## config.mk

```make
export PLATFORM = sky130hd
export DESIGN_NAME = mem_resp_stage
export DESIGN_NICKNAME = d
export VERILOG_FILES = /design/src/rtl/mem_resp_stage.sv
export SDC_FILE = /design/constraint.sdc
export NUM_CORES = 1
export LEC_CHECK = 0
export CAP_MARGIN = 30
export CORE_UTILIZATION = 40
export CTS_CLUSTER_DIAMETER = 60
export CTS_CLUSTER_SIZE = 8
export DETAILED_ROUTE_END_ITERATION = 10
export GPL_TIMING_DRIVEN = 0
export PLACE_DENSITY = 0.68
export SETUP_SLACK_MARGIN = 0.3
export SYNTH_ARGS = -nofsm -noshare
export SYNTH_HDL_FRONTEND = slang
export SYNTH_SLANG_ARGS = --single-unit
```

## constraint.sdc

```tcl
create_clock -name clk -period 5.4 [get_ports clk]
set_clock_uncertainty 0.05 [all_clocks]
set_input_delay 0.81 -clock clk [delete_from_list [all_inputs] [get_ports clk]]
set_output_delay 0.81 -clock clk [all_outputs]
set_load 0.01 [all_outputs]
```

## src/rtl/mem_resp_stage.sv

```systemverilog
// MS stage on a variable-latency request/response data bus: holds one EX entry until its
// response, buffers early data while WB stalls, drops responses orphaned by a flush, aligns loads.
module mem_resp_stage #(
  parameter int DISCARD_W = 2,
  parameter int EXCODE_W  = 5
) (
  input  logic                clk,
  input  logic                reset,
  input  logic                es_to_ms_valid,
  output logic                ms_allowin,
  input  logic                es_req,
  input  logic [31:0]         es_pc,
  input  logic [31:0]         es_alu_result,
  input  logic [31:0]         es_rt_value,
  input  logic [6:0]          es_ld_op,
  input  logic                es_res_from_mem,
  input  logic                es_gr_we,
  input  logic [4:0]          es_dest,
  input  logic                es_ex,
  input  logic [EXCODE_W-1:0] es_excode,
  input  logic                flush,
  input  logic                data_ok,
  input  logic [31:0]         rdata,
  input  logic                ws_allowin,
  output logic                ms_to_ws_valid,
  output logic [31:0]         ms_pc,
  output logic [31:0]         ms_result,
  output logic                ms_gr_we,
  output logic [4:0]          ms_dest,
  output logic                ms_ex,
  output logic [EXCODE_W-1:0] ms_excode,
  output logic                ms_fwd_valid,
  output logic [4:0]          ms_fwd_dest,
  output logic [31:0]         ms_fwd_data,
  output logic                ms_fwd_pending,
  output logic                ms_discard_full
);

  logic                 r_valid;
  logic                 r_wait;
  logic                 r_dbuf_valid;
  logic [31:0]          r_dbuf;
  logic [DISCARD_W-1:0] r_discard_cnt;
  logic [31:0]          r_pc;
  logic [31:0]          r_alu;
  logic [31:0]          r_rt;
  logic [6:0]           r_ld_op;
  logic                 r_res_from_mem;
  logic                 r_gr_we;
  logic [4:0]           r_dest;
  logic                 r_ex;
  logic [EXCODE_W-1:0]  r_excode;

  logic        w_cnt_zero;
  logic        w_cnt_full;
  logic        w_stale;
  logic        w_match;
  logic        w_orphan;
  logic        w_ready_go;
  logic        w_allowin;
  logic        w_capture;
  logic [31:0] w_ld_data;
  logic [7:0]  w_byte;
  logic [15:0] w_half;
  logic [31:0] w_lwl;
  logic [31:0] w_lwr;
  logic [31:0] w_load;
  logic [31:0] w_result;

  // Responses arrive in order, so anything counted as orphaned is older than the current entry.
  assign w_cnt_zero = (r_discard_cnt == '0);
  assign w_cnt_full = (r_discard_cnt == '1);
  assign w_stale    = data_ok && !w_cnt_zero;
  assign w_match    = data_ok && w_cnt_zero && r_valid && r_wait;
  assign w_orphan   = flush && r_valid && r_wait && !w_match;
  assign w_ready_go = !r_wait || (data_ok && w_cnt_zero) || r_ex;
  assign w_allowin  = !r_valid || (w_ready_go && ws_allowin);
  assign w_capture  = es_to_ms_valid && w_allowin && !flush;

  always_ff @(posedge clk) begin
    if (reset) begin
      r_valid        <= 1'b0;
      r_wait         <= 1'b0;
      r_dbuf_valid   <= 1'b0;
      r_dbuf         <= '0;
      r_discard_cnt  <= '0;
      r_pc           <= '0;
      r_alu          <= '0;
      r_rt           <= '0;
      r_ld_op        <= '0;
      r_res_from_mem <= 1'b0;
      r_gr_we        <= 1'b0;
      r_dest         <= '0;
      r_ex           <= 1'b0;
      r_excode       <= '0;
    end else begin
      if (flush)          r_valid <= 1'b0;
      else if (w_allowin) r_valid <= es_to_ms_valid;

      if (w_capture) begin
        r_pc           <= es_pc;
        r_alu          <= es_alu_result;
        r_rt           <= es_rt_value;
        r_ld_op        <= es_ld_op;
        r_res_from_mem <= es_res_from_mem;
        r_gr_we        <= es_gr_we;
        r_dest         <= es_dest;
        r_ex           <= es_ex;
        r_excode       <= es_excode;
        r_wait         <= es_req;
        r_dbuf_valid   <= 1'b0;
      end else if (w_match) begin
        r_wait       <= 1'b0;
        r_dbuf       <= rdata;
        r_dbuf_valid <= 1'b1;
      end else if (flush) begin
        r_wait <= 1'b0;
      end

      // A new orphan and a dropped stale response in the same cycle cancel out.
      if (w_orphan && !w_stale && !w_cnt_full)
        r_discard_cnt <= r_discard_cnt + DISCARD_W'(1);
      else if (w_stale && !w_orphan)
        r_discard_cnt <= r_discard_cnt - DISCARD_W'(1);
    end
  end

  assign w_ld_data = r_dbuf_valid ? r_dbuf : rdata;

  always_comb begin
    w_byte = w_ld_data[7:0];
    w_lwl  = w_ld_data;
    w_lwr  = w_ld_data;
    case (r_alu[1:0])
      2'd0: begin
        w_byte = w_ld_data[7:0];
        w_lwl  = {w_ld_data[7:0], r_rt[23:0]};
        w_lwr  = w_ld_data;
      end
      2'd1: begin
        w_byte = w_ld_data[15:8];
        w_lwl  = {w_ld_data[15:0], r_rt[15:0]};
        w_lwr  = {r_rt[31:24], w_ld_data[31:8]};
      end
      2'd2: begin
        w_byte = w_ld_data[23:16];
        w_lwl  = {w_ld_data[23:0], r_rt[7:0]};
        w_lwr  = {r_rt[31:16], w_ld_data[31:16]};
      end
      default: begin
        w_byte = w_ld_data[31:24];
        w_lwl  = w_ld_data;
        w_lwr  = {r_rt[31:8], w_ld_data[31:24]};
      end
    endcase
    w_half = r_alu[1] ? w_ld_data[31:16] : w_ld_data[15:0];

    w_load = w_ld_data;
    if (r_ld_op[6])      w_load = w_ld_data;
    else if (r_ld_op[5]) w_load = {{24{w_byte[7]}}, w_byte};
    else if (r_ld_op[4]) w_load = {24'h0, w_byte};
    else if (r_ld_op[3]) w_load = {{16{w_half[15]}}, w_half};
    else if (r_ld_op[2]) w_load = {16'h0, w_half};
    else if (r_ld_op[1]) w_load = w_lwl;
    else if (r_ld_op[0]) w_load = w_lwr;

    w_result = r_res_from_mem ? w_load : r_alu;
  end

  assign ms_allowin      = w_allowin;
  assign ms_to_ws_valid  = r_valid && w_ready_go && !flush;
  assign ms_pc           = r_pc;
  assign ms_result       = w_result;
  assign ms_gr_we        = r_gr_we;
  assign ms_dest         = r_dest;
  assign ms_ex           = r_ex;
  assign ms_excode       = r_excode;
  assign ms_fwd_valid    = r_valid && r_gr_we;
  assign ms_fwd_dest     = r_dest;
  assign ms_fwd_data     = w_result;
  assign ms_fwd_pending  = r_valid && r_gr_we && r_res_from_mem && !w_ready_go;
  assign ms_discard_full = w_cnt_full;

endmodule

```

# ---- Yosys cells after proc, flatten, opt, wreduce, memory -nomap -nowiden
# Cells that the tools add are included.
dict set report totals {
  register_bits 153
  inputBits 155
  wordCells 75
}
dict set report classes {
  n_addsub 2
  eq_ne 3
  muxes 18
  bitwise 1
  n_reduce_logical 37
}
# operator n
set ops {}
lappend ops {{$mux W32} 9}
lappend ops {{$pmux W32 S3} 2}
lappend ops {{$pmux W8 S3} 1}
lappend ops {{$logic_and A1 B1 Y1} 18}
lappend ops {{$mux W16} 1}
lappend ops {{$logic_not A1 Y1} 9}
lappend ops {{$eq A2 B2 Y1 const B} 2}
lappend ops {{$logic_not A2 Y1} 2}
lappend ops {{$mux W2} 2}
lappend ops {{$reduce_or A2 Y1} 2}
lappend ops {{$logic_or A1 B1 Y1} 3}
lappend ops {{$mux W1} 3}
lappend ops {{$reduce_bool A3 Y1} 1}
lappend ops {{$add A2 B1 Y2 const B} 1}
lappend ops {{$eq A2 B1 Y1 const B} 1}
lappend ops {{$reduce_and A2 Y1} 1}
lappend ops {{$reduce_bool A2 Y1} 1}
lappend ops {{$sub A2 B1 Y2 const B} 1}
lappend ops {{$not A1 Y1} 1}

# ---- Longest topological paths before layout
dict set report logic_depth {
  depth_word 10
  mapped_depth 9
  ltp_nobuf 5
}

# ---- Least setup slack after synthesis
# No wires, ideal clock.
dict set report synth_timing {
  path_type {input -> output}
  start {input rdata[15]}
  end {output ms_result[19]}
  arrival_ns 2.404
  slack_ns 2.136
  stages 6
  cell_sequence {mux2_4 -> mux4_2 -> a211oi_4 -> o2111a_1 -> nor3_1 -> buf_4}
}
dict set report synth_via {
  elab_chain_cells 7
  elab_cells_between_ends 8
}
# element line
set synth_lines {}
lappend synth_lines {{start: declaration} 23} ;# input logic [31:0] rdata,
lappend synth_lines {{$mux W32 (*)} 128} ;# assign w_ld_data = r_dbuf_valid ? r_dbuf : rdata;
lappend synth_lines {{$mux W16} 156} ;# w_half = r_alu[1] ? w_ld_data[31:16] : w_ld_data[15:0];
lappend synth_lines {{$mux W32} 162} ;# else if (r_ld_op[3]) w_load = {{16{w_half[15]}}, w_half};
lappend synth_lines {{$mux W32} 161} ;# else if (r_ld_op[4]) w_load = {24'h0, w_byte};
lappend synth_lines {{$mux W32 (*)} 160} ;# else if (r_ld_op[5]) w_load = {{24{w_byte[7]}}, w_byte};
lappend synth_lines {{$mux W32 (*)} 159} ;# if (r_ld_op[6]) w_load = w_ld_data;
lappend synth_lines {{$mux W32 (*)} 167} ;# w_result = r_res_from_mem ? w_load : r_alu;
lappend synth_lines {{end: declaration} 27} ;# output logic [31:0] ms_result,
# Every way passes the cells marked *; elsewhere a longest branch is shown, timed or not.

# ---- Worst setup path in the final report
dict set report layout_timing {
  start {register r_alu[0]}
  end {output ms_result[2]}
}
dict set report layout_via {
  elab_chain_cells 10
  elab_cells_between_ends 14
}
# element line
set layout_lines {}
lappend layout_lines {{start: declaration} 45} ;# logic [31:0] r_alu;
lappend layout_lines {{start signal: assignment} 102} ;# r_alu <= es_alu_result;
lappend layout_lines {{$eq A2 B2 Y1, or another cell as far along} 134} ;# case (r_alu[1:0])
lappend layout_lines {{$pmux W32 S3} 134}
lappend layout_lines {{$mux W32} 165} ;# else if (r_ld_op[0]) w_load = w_lwr;
lappend layout_lines {{$mux W32} 164} ;# else if (r_ld_op[1]) w_load = w_lwl;
lappend layout_lines {{$mux W32} 163} ;# else if (r_ld_op[2]) w_load = {16'h0, w_half};
lappend layout_lines {{$mux W32} 162}
lappend layout_lines {{$mux W32} 161}
lappend layout_lines {{$mux W32 (*)} 160}
lappend layout_lines {{$mux W32 (*)} 159}
lappend layout_lines {{$mux W32 (*)} 167}
# Marks and branches as above.

==> flow_summary.yaml <==
clock_network:
  post_cts_buffers: 0
  clkLatencyLatePin_ps: 440
  numCtsBuffers: 17
  clkSlewWorstSetupHoldPaths_ps: 80
  cts_max_level: 4
  clk_path_buf_depth: 2
  clock_sinks: 153
  cts_tree: "done"
  ctsHoldBuffers: 0
  cts_root_buf: "clkbuf_16"
  cts_resized: 0
floorplan:
  initial_utilization_pct: 41.21
  rows: 53
  design.die.area_mm2: 0.02246
  dieWidth_um: 149.9
  fp.coreArea_mm2: 0.02122
  ios: 273
  die_height_um: 149.9
yosys:
  synthDistinctLibCells: 50
  yosysWarnings: 0
  synthTopCellsByCount: "nand2_1 (250), a21oi_1 (160), dfxtp_1 (153), nor2_1 (85), mux2i_1 (73)"
  synthArstFlopShare_pct: 0
  synth_nets: 1265
  synth-seq-area-share_pct: 35.03
  syn-cell-area_mm2: 0.008745
  synth_edf_count: 0
  synthDominantCellAreaShare_pct: 35.03
  synth_area_per_cell_um2: 7.878
  synth_most_common_cell: "nand2_1"
  synth_ff_type: "dfxtp_1"
  ys_seq_elements: 153
  yosys.area.top_type: "dfxtp_1"
  syn-instance-count: 1110
  netlist_top_cells_area: "dfxtp_1 (35%), nand2_1 (11%), a21oi_1 (9.2%), mux2i_1 (8.4%), mux2_2 (5.3%)"
global_route:
  grt_pass1_vias: 9181
  antenna_found_initial: 0
  grt_pass1_wl_mm: 54.58
  grt_max_degree: 17
  grt-ovfl-total: 0
  grt_use_total_pct: 32.95
timing:
  rsz0062_at_grt: "no"
  hold_viol_final: 0
  finalMaxSlewViolations: 0
  setup_viol: 0
  max_slew_margin_pct: 39.16
  worst_slew_pin_slew_ps: 910.2
  finalSetupTns_ps: 0
  fmax_ghz: 0.2146
  final.min_clock_period_ps: 4660
  period_share_pct: 86.30
power_and_ir_drop:
  finalPower_mw: 3.131
  p_seq_share_pct: 38.4
  power_frac_comb_pct: 22.5
  ir_drop_v: 0.0001872
  p_int_mw: 2.178
  p_sw_mw: 0.9534
  power.density_mw_per_mm2: 252.7
  clkPwrFrac_pct: 39.1
  power.leakage_nw: 4.716
  swShare_pct: 30.45
run_status:
  status: "finished, final reports clean"
detailed_routing:
  drc: 0
  wl_per_cell_um: 22.00
  dr_total_vias: 9539
  drt_iter0_drc: 854
  vias_per_cell: 5.651
  first_pass_iters: 6
  drtAntennaViolNets: 0
  routed_wl_mm: 37.13
worst_hold_path:
  hold_path_class: "register to register"
  min_to: "ms_pc[10]$_SDFFE_PP0P_"
  hold_depth: 2
  min-delay-start: "ms_pc[10]$_SDFFE_PP0P_"
cells_and_area:
  fill_cells: 2081
  nNetsFinal: 1555
  drive_gt1_share_pct: 11.54
  synthToLayoutAreaGrowth_pct: 41.72
  regArea_mm2: 0.003063
  diodes: 0
  multi_input_area_mm2: 0.005009
worst_setup_path:
  crit_start: "r_alu[0]$_SDFFE_PP0P_"
  critical_path.max_fanout: 10
  critPathRequiredTime_ps: 4540
  regToRegEndpoint: "r_alu[10]$_SDFFE_PP0P_"
  startpoint_type: "register"
  crit_path_end_kind: "output pin"
  arrival_ps: 3800
  rrSetupSlack_ps: 2970
  r2r_start: "r_discard_cnt[0]$_SDFFE_PP0P_"
  worstSetupPathType: "register to output pin"
  reg2reg_depth: 7
placed_design:
  routabilityCongestion: 1.022
  io_buffers: 271
  hpwl_mm: 28.91
job:
  cap_violations: 0
-- how the worst max path moves through the flow --
stage | endpoint | slack, ps | cells after the start
final | ms_result[2] | 740 | 8
after global routing | ms_result[2] | 640 | 8
after CTS | ms_result[2] | 770 | 8
after detailed placement | ms_result[22] | 880 | 8
after global placement | ms_result[22] | 900 | 8
after floorplan | ms_result[19] | 2140 | 6
-- metrics by stage --
stage          utilization (%)  worst slack, ps  hold slack (ps)  cells  area (um^2)
5_1_grt                  58.40            638.4            420.0   1688        12390
4_1_cts                  58.40            769.4            405.1   1688        12390
6_report                 58.40            739.8            404.5   1688        12390
3_3_place_gp             55.61            898.0            391.4   1656        11800
3_5_place_dp             55.61            875.0            396.4   1656        11800
2_1_floorplan                -             2136            383.8   1110         8745
-- cell type report --
type,instances,share of cell area [%]
multi-input cells,826,40.41
flip-flops and latches,153,24.71
repair buffers,271,21.89
plain buffers,127,5.310
clock buffers,18,3.463
well taps,275,2.776
clock inverters,14,1.312
inverters,4,0.1212
-- cells by family (layout without fill, tap and decap cells) --
group	after synthesis	after routing	synth area share, %
and+or+nand+nor	405	405	19.20
muxes	130	130	17.41
DFF	153	153	35.03
buffers and inverters	131	434	7.698
AOI/OAI and AO/OA	291	291	20.66
-- state kept, by name, indices dropped and copies added, names as in the netlist --
register and count:
ms_ex 1, r_wait 1, r_dbuf_valid 1, r_res_from_mem 1, ms_excode 5, ms_dest 5, r_dbuf 32, r_ld_op 7
r_rt 32, r_valid 1, ms_gr_we 1, r_alu 32, ms_pc 32, r_discard_cnt 2
-- layout by cell type (no fill, tap or decap), types with 17 or more instances in the layout --
cell type	n
a21oi_1	160
buf_2	22
buf_4	39
clkbuf_1	62
clkbuf_16	17
clkdlybuf4s50_1	271
dfxtp_1	153
mux2_2	41
mux2i_1	73
nand2_1	250
nor2_1	85
nor3_1	23
o22ai_1	27
-- layer usage --
layer,up-vias,GRT usage (%),wire length (um)
met5,-,0,0
met4,0,12.63,1311
met3,83,9.543,3786
met2,511,53.13,17080
met1,4466,41.30,14950
li1,4479,-,-
-- power groups by stage --
stage	registers [mW]	logic, mW	clock network (mW)
after CTS	1.20	0.696	1.23
after floorplan	1.22	0.332	0
after global placement	1.23	0.691	0
after global routing	1.21	0.750	1.28
final	1.20	0.704	1.22
after detailed placement	1.23	0.692	0
-- critical path, cell delays in order (launching register included) --
cell and delay (ps):
dfxtp_1 410, clkbuf_1 470, clkbuf_1 630, mux4_2 540, o221ai_1 290, a21oi_1 100, nor2_1 240, buf_4 160
clkdlybuf4s50_1 520
(Power assumes the default switching activity.)
